### src/rtl/control_sequencer.sv
// Fixed 6-T-state fetch/execute sequencer driving the shared-bus strobes of the 8-bit CPU.
// Optional feature macro: CTRL_JMP_EN (opcode 0011 becomes JMP, driving pc_ie in T3).
module control_sequencer #(
    parameter int OPC_W    = 4,
    parameter int N_TSTATE = 6
) (
    input  logic             clk,
    input  logic             rst,
    input  logic [OPC_W-1:0] opcode,
    output logic [2:0]       tstate,
    output logic             halted,
    output logic             pc_oe,
    output logic             pc_step,
    output logic             pc_ie,
    output logic             mar_ie,
    output logic             ram_oe,
    output logic             ir_ie,
    output logic             ir_oe,
    output logic             a_ie,
    output logic             a_oe,
    output logic             b_ie,
    output logic             alu_oe,
    output logic             alu_sub,
    output logic             out_ie
);

    typedef enum logic [2:0] {
        T0 = 3'd0,
        T1 = 3'd1,
        T2 = 3'd2,
        T3 = 3'd3,
        T4 = 3'd4,
        T5 = 3'd5
    } tstate_e;

    localparam logic [OPC_W-1:0] OP_LDA = OPC_W'(4'b0000);
    localparam logic [OPC_W-1:0] OP_ADD = OPC_W'(4'b0001);
    localparam logic [OPC_W-1:0] OP_SUB = OPC_W'(4'b0010);
    localparam logic [OPC_W-1:0] OP_JMP = OPC_W'(4'b0011);
    localparam logic [OPC_W-1:0] OP_OUT = OPC_W'(4'b1110);
    localparam logic [OPC_W-1:0] OP_HLT = OPC_W'(4'b1111);
    localparam tstate_e T_LAST = tstate_e'(N_TSTATE - 1);

    tstate_e tstate_q, tstate_d;
    logic    halted_q, halted_d;

    always_ff @(posedge clk or posedge rst) begin
        if (rst) begin
            tstate_q <= T0;
            halted_q <= 1'b0;
        end else begin
            tstate_q <= tstate_d;
            halted_q <= halted_d;
        end
    end

    // HLT freezes the counter at T3 on the same edge that sets halted.
    always_comb begin
        tstate_d = tstate_q;
        halted_d = halted_q;
        if (!halted_q) begin
            if (tstate_q == T3 && opcode == OP_HLT) begin
                halted_d = 1'b1;
            end else if (tstate_q == T_LAST) begin
                tstate_d = T0;
            end else begin
                tstate_d = tstate_e'(tstate_q + 3'd1);
            end
        end
    end

    always_comb begin
        pc_oe   = 1'b0;
        pc_step = 1'b0;
        pc_ie   = 1'b0;
        mar_ie  = 1'b0;
        ram_oe  = 1'b0;
        ir_ie   = 1'b0;
        ir_oe   = 1'b0;
        a_ie    = 1'b0;
        a_oe    = 1'b0;
        b_ie    = 1'b0;
        alu_oe  = 1'b0;
        alu_sub = 1'b0;
        out_ie  = 1'b0;
        // Gating on rst directly makes a mid-instruction reset silence the bus at once.
        if (!rst && !halted_q) begin
            case (tstate_q)
                T0: begin
                    pc_oe  = 1'b1;
                    mar_ie = 1'b1;
                end
                T1: pc_step = 1'b1;
                T2: begin
                    ram_oe = 1'b1;
                    ir_ie  = 1'b1;
                end
                T3: begin
                    case (opcode)
                        OP_LDA, OP_ADD, OP_SUB: begin
                            ir_oe  = 1'b1;
                            mar_ie = 1'b1;
                        end
`ifdef CTRL_JMP_EN
                        OP_JMP: begin
                            ir_oe = 1'b1;
                            pc_ie = 1'b1;
                        end
`endif
                        OP_OUT: begin
                            a_oe   = 1'b1;
                            out_ie = 1'b1;
                        end
                        default: ;
                    endcase
                end
                T4: begin
                    case (opcode)
                        OP_LDA: begin
                            ram_oe = 1'b1;
                            a_ie   = 1'b1;
                        end
                        OP_ADD, OP_SUB: begin
                            ram_oe = 1'b1;
                            b_ie   = 1'b1;
                        end
                        default: ;
                    endcase
                end
                T5: begin
                    if (opcode == OP_ADD || opcode == OP_SUB) begin
                        alu_oe  = 1'b1;
                        a_ie    = 1'b1;
                        alu_sub = (opcode == OP_SUB);
                    end
                end
                default: ;
            endcase
        end
    end

    assign tstate = tstate_q;
    assign halted = halted_q;

endmodule

### config.mk
export PLATFORM = sky130hd
export DESIGN_NAME = control_sequencer
export DESIGN_NICKNAME = d
export VERILOG_FILES = /design/src/rtl/control_sequencer.sv
export SDC_FILE = /design/constraint.sdc
export NUM_CORES = 1
export LEC_CHECK = 0
export ABC_AREA = 1
export CORE_AREA = 2 2 39 41
export DETAILED_ROUTE_END_ITERATION = 16
export DIE_AREA = 0 0 41 43
export GPL_TIMING_DRIVEN = 1
export PLACE_DENSITY = 0.67
export SETUP_SLACK_MARGIN = 0.1
export SLEW_MARGIN = 40
export SYNTH_ARGS = -nofsm -noshare
export SYNTH_HDL_FRONTEND = slang
export SYNTH_SLANG_ARGS = --single-unit
### constraint.sdc
create_clock -name clk -period 2.36 [get_ports clk]
set_input_delay 0.236 -clock clk [delete_from_list [all_inputs] [get_ports clk]]
set_output_delay 0.236 -clock clk [all_outputs]
set_load 0.05 [all_outputs]
==> impl_metrics.yaml <==
drt:
  ant_nets: 0
  drt_first_iter_violations: 9
  drt_first_pass_iters: 2
  wl_per_cell_um: 8.981
  viasPerCell: 4.314
  drc: 0
  vias: 453
  drt-total-wl_um: 943
cts:
  clk_latency_ns: 0.23
  hold_buffers: 0
  cts_tree: "done"
  cts_buffer_depth: 2
  ctsResizeCount: 0
  cts-root-buf: "clkbuf_4"
  clkSinkCount: 4
  post-cts-setup-buffer-count: 0
  clk_pin_slew_ns: 0.04
  htree_levels: 1
  cts_buffers: 3
placement:
  port_buffers: 21
  dp_hpwl_um: 782.2
  dp_slack_ns: 0.7243
  gp_congestion: 0.7281
worst_setup_path:
  critPathArrivalTime_ns: 1.52
  critPathRequiredTime_ns: 2.12
  critPathKind: "reg2out"
  worstReg2RegStart: "tstate[2]"
  r2r_setup_slack_ns: 1.07
  cp-startpoint: "tstate[1]"
  critPathCaptureType: "output pin"
  critical_path.endpoint: "tstate[1]"
  slowest_delay_ns: 0.84
  cpLargestDelayFamily: "buffers and inverters"
  cp.depth: 1
  r2r_cells: 7
  crit_chain: "clkdlybuf4s50_1"
  worst-path-buf-inv: 1
  cp-start-kind: "register"
  worstReg2RegEnd: "tstate[1]"
  cp_max_fo: 7
  slowest_stage: "clkdlybuf4s50_1"
run_status:
  status: "complete, no violations"
power:
  combPwrFrac_pct: 11.7
  p_leak_nw: 0.3486
  internal_power_mw: 0.1348
  power.share.clock_pct: 48.2
  pwr-share-seq_pct: 40.1
  switching_share_pct: 21.75
  powerDensity_nw_per_um2: 274.2
  irDropWorstVdd_uv: 235.6
  p_sw_mw: 0.03746
  power_mw: 0.1722
grt:
  antenna_found_initial: 0
  grt_pass1_wl_mm: 1.593
  grt_start_max_net_pins: 8
  grt_overflow: 0
  grt_util_all_layers_pct: 13.52
  grt_pass1_vias: 401
timing:
  tightest_slew_ns: 0.4972
  setup_viol: 0
  worst_slack_ns: 0.6035
  final.setup.tns_ns: 0
  fin_crit_ns: 1.757
  grt_setup_unrepaired: "no"
  slew_viol_final: 0
  fin_skew_ns: 0.002737
  finalHoldViolCount: 0
  period_share_pct: 74.43
  max_freq_ghz: 0.5693
  slew-limit-headroom_pct: 66.75
finish:
  num_antenna_cells: 0
  layout.cells.most_common: "nand2_1"
  fin_nets: 98
  most-common-layout-cells: "17 x nand2_1, 12 x inv_1, 12 x buf_4"
  layout-drive-gt1-share_pct: 29.21
  final_util_pct: 45.39
  syn2layout_area_growth_pct: 50.30
  n_fill_cell: 152
job:
  maxCapViolations: 0
synth:
  syn_avg_cell_area_um2: 6.237
  synthCells: 67
  ys_types: 20
  yosysTopAreaCellShare_pct: 23.95
  syn_nets: 74
  ys_seq_area_share_pct: 23.95
  synth_seq_cells: 4
  yosysWarningCount: 0
  synthTopCellsByArea: "dfrtp_1 24%, nand2_1 15%, inv_1 11%"
  synth_top_area_cell: "dfrtp_1"
  netlist_area_um2: 417.9
die:
  rows: 14
  start_util_pct: 30.20
  dieArea_um2: 1763
  core_area_um2: 1384
  ios: 23
  die-width_um: 41
  die_h_um: 43
hold_path:
  hp-class: "in2async"
power groups by stage:
stage	combinational [mW]	sequential [mW]	clock, mW
floorplan	0.00998	0.0698	0
global placement	0.0201	0.0698	0
detailed placement	0.0203	0.0698	0
CTS	0.0204	0.0690	0.0882
global route	0.0224	0.0689	0.0935
finish	0.0202	0.0690	0.0830
registers in the layout, indices dropped and copies added, names as in the netlist:
signal / flops
halted: 1
tstate: 3
logic make-up after synthesis:
logic type	synth area share, %
buf+inv	16.17
fa+ha+maj	2.994
compound gates	2.694
simple gates	53.29
flops	23.95
other cells	0.8973
worst min-delay path by stage:
stage                     endpoint  depth (start not counted)  slack, ns
after floorplan             halted                          1      0.002
after global placement      halted                          2       0.51
after detailed placement    halted                          2       0.52
after CTS                   halted                          2       0.27
after global routing        halted                          2       0.29
final                       halted                          2       0.27
cells in the mapped netlist:
cell type / instances
nor2_4: 1
conb_1: 1
buf_4: 2
nor3_1: 2
inv_1: 12
ha_1: 1
dfrtp_1: 4
nor3b_2: 1
nand2_1: 17
o22ai_1: 1
nand2_2: 1
o21ai_1: 1
nand3_2: 2
nand4_1: 2
nand3_1: 5
nand3b_1: 1
inv_2: 2
nor2_1: 8
nor2_2: 2
nand2_4: 1
metrics by stage:
step           hold WS (ns)  area (um^2)  std cells
6_report             0.2685        628.1        105
5_1_grt              0.2913        628.1        105
4_1_cts              0.2689        628.1        105
3_5_place_dp         0.5215        605.6        102
3_3_place_gp         0.5114        605.6        102
2_1_floorplan      0.002082        420.4         67
layer usage:
layer	up-vias	GRT usage, %	wire (um)
met1	186	16.34	433
met5	-	0	0
met2	15	19.69	427
met3	2	3.141	64
met4	0	10.00	17
li1	250	-	-
layout make-up:
class / instances / area, um^2 / area share [%]
Timing Repair Buffer: 21 / 180.2 / 28.69
Inverter: 14 / 52.55 / 8.367
Clock buffer: 3 / 22.52 / 3.586
Tap cell: 16 / 20.02 / 3.187
Multi-Input combinational cell: 47 / 252.7 / 40.24
Sequential cell: 4 / 100.1 / 15.94
(Power assumes the default switching activity.)
==> edit, RTL diff (config.mk and constraints unchanged) <==
Register the input `opcode` before use, without a reset. The logic sees it one clock later.
--- a/src/rtl/control_sequencer.sv
+++ b/src/rtl/control_sequencer.sv
@@ -42,4 +42,10 @@
     localparam tstate_e T_LAST = tstate_e'(N_TSTATE - 1);
 
+    logic [OPC_W-1:0] opcode_q;
+
+    always_ff @(posedge clk) begin
+        opcode_q <= opcode;
+    end
+
     tstate_e tstate_q, tstate_d;
     logic    halted_q, halted_d;
@@ -60,5 +66,5 @@
         halted_d = halted_q;
         if (!halted_q) begin
-            if (tstate_q == T3 && opcode == OP_HLT) begin
+            if (tstate_q == T3 && opcode_q == OP_HLT) begin
                 halted_d = 1'b1;
             end else if (tstate_q == T_LAST) begin
@@ -97,5 +103,5 @@
                 end
                 T3: begin
-                    case (opcode)
+                    case (opcode_q)
                         OP_LDA, OP_ADD, OP_SUB: begin
                             ir_oe  = 1'b1;
@@ -116,5 +122,5 @@
                 end
                 T4: begin
-                    case (opcode)
+                    case (opcode_q)
                         OP_LDA: begin
                             ram_oe = 1'b1;
@@ -129,8 +135,8 @@
                 end
                 T5: begin
-                    if (opcode == OP_ADD || opcode == OP_SUB) begin
+                    if (opcode_q == OP_ADD || opcode_q == OP_SUB) begin
                         alu_oe  = 1'b1;
                         a_ie    = 1'b1;
-                        alu_sub = (opcode == OP_SUB);
+                        alu_sub = (opcode_q == OP_SUB);
                     end
                 end
Behaviour: not the same (Yosys sat finds a counterexample within 4 cycles, from zero or initial values and one cycle with rst high).
==> edit against the unedited design <==
  * Die area stayed put
  * Via count is 4.4% higher
  * Routed wire length is 0.53% lower
  * Worst setup slack worse by 89 ps
  * Worst hold slack worse by 43 ps
  * Non-clock buffer count stayed put
  * Cell count is 4.8% higher
  * Utilization is 5.2 points higher
  * Cell area is 11% higher
  * Critical path depth stayed put
  * Sequential cell count is 4 higher
  * Synthesized area is 15% higher
  * Global-route usage is 0.35 points lower
  * Critical path type unchanged
Power is left out: it rests on default switching activity, and per cell area and clock period it moved more than threefold.
==> edit: results (changes against the unedited design) <==
timing:
  relSlewSlack_pct: 66.71  # about the same
  clock_skew_ps: 6.393  # +3.657 ps
yosys:
  synthArstFlopShare_pct: 50.00  # -50 points
  yosys_warnings: 0  # unchanged
  ys_seq_area_share_pct: 37.60  # +14 points
  yosysUniqueCellTypes: 19  # -5.0%
  synthTopCellsByArea: "dfrtp_1 (21%), dfxtp_1 (17%), nand2_1 (13%)"
  synth_common_cells: "nand2_1 (16), inv_1 (11), nor2_1 (11), nand3_1 (6)"
  synth_nets: 78  # +5.4%
  synth_ff_type: "dfxtp_1"
  yosysMostFrequentCell: "nand2_1"
final_layout:
  max_flop_register: "opcode_q"
  drive_above_1_share_pct: 28.72  # -0.49 points
  largest_register_ff_count: 4  # +1
  fillers: 145  # -4.6%
  nets: 102  # +4.1%
  diodes: 0  # unchanged
setup_path:
  path_delay_family: "buffers and inverters"
  r2r-end: "tstate[0]"
  critical_path_arrival_ps: 1610  # +90 ps
  r2r_cells: 8  # +1
  cp_slowest_cell: "clkdlybuf4s50_1"
  r2r_setup_slack_ps: 920  # -150 ps
  r2r_start: "tstate[0]"
  slowest_delay_ps: 860  # +20 ps
  path_max_fanout: 8  # +1
hold_path:
  min_path_type: "input port to async pin"
place:
  io_buffers: 21  # unchanged
  dpl.hpwl_microns: 815.2  # +4.2%
  globalplace.congestion: 0.7435  # +2.1%
routing:
  drt_iter0_drc: 6  # -3
  drt_first_pass_iters: 4  # +2
  dr_total_vias: 473  # +4.4%
  wl_per_cell_microns: 8.527  # -5.1%
grt:
  antenna_found_initial: 0  # unchanged
  grt_use_total_pct: 13.17  # -0.35 points
  grt_max_degree: 9  # +1
  grt_pass1_vias: 431  # +7.5%
  grt_pass1_wl_microns: 1587  # -0.38%
clock_network:
  post-cts-setup-buffers: 0  # unchanged
  clk_pin_slew_ps: 50
  worstSkewPairLatency_ps: 250  # +20 ps
outcome:
  status: "completed"
edit: area by class of cell:
cell class | instances | area (sq um) | area share, %
flip-flops and latches | 8 | 180.2 | 25.76
well taps | 16 | 20.02 | 2.862
multi-input cells | 46 | 236.5 | 33.81
repair buffers | 21 | 180.2 | 25.76
clock buffers | 4 | 26.28 | 3.757
inverters | 15 | 56.30 | 8.050
edit: routing by layer:
layer | track usage (%) | part of all wire (%) | wire length [microns]
met5 | 0 | 0 | 0
met4 | 10.00 | 2.0 | 19
met3 | 1.571 | 4.2 | 39
met2 | 20.31 | 49 | 462
met1 | 15.56 | 44 | 417
edit: worst max-delay path by stage:
stage               from         to  slack [ps]  cells after the start
6_report       tstate[2]  tstate[2]         510                      1
2_1_floorplan  tstate[2]    alu_sub         130                      2
3_5_place_dp         rst     ram_oe         740                      7
4_1_cts        tstate[2]  tstate[2]         510                      1
3_3_place_gp         rst     ram_oe         740                      7
5_1_grt        tstate[0]       a_oe         430                      6
edit: logic make-up after synthesis:
| family | synth area share, % |
|---|---|
| other | 0.7825 |
| buffers and inverters | 14.88 |
| AO/OA/AOI/OAI | 8.355 |
| AND/OR/NAND/NOR | 35.77 |
| flip-flops | 37.60 |
| adder cells (fa/ha/maj) | 2.611 |
edit: through the flow:
step / setup slack [ps] / cells / instance area [sq um] / hold WS (ps)
6_report: 514.7 / 110 / 699.4 / 225.6
5_1_grt: 434.5 / 110 / 699.4 / 233.1
4_1_cts: 506.8 / 110 / 699.4 / 217.6
3_5_place_dp: 736.0 / 106 / 673.1 / 493.5
3_3_place_gp: 742.1 / 106 / 673.1 / 476.8
2_1_floorplan: 130.5 / 71 / 488.0 / 2.082
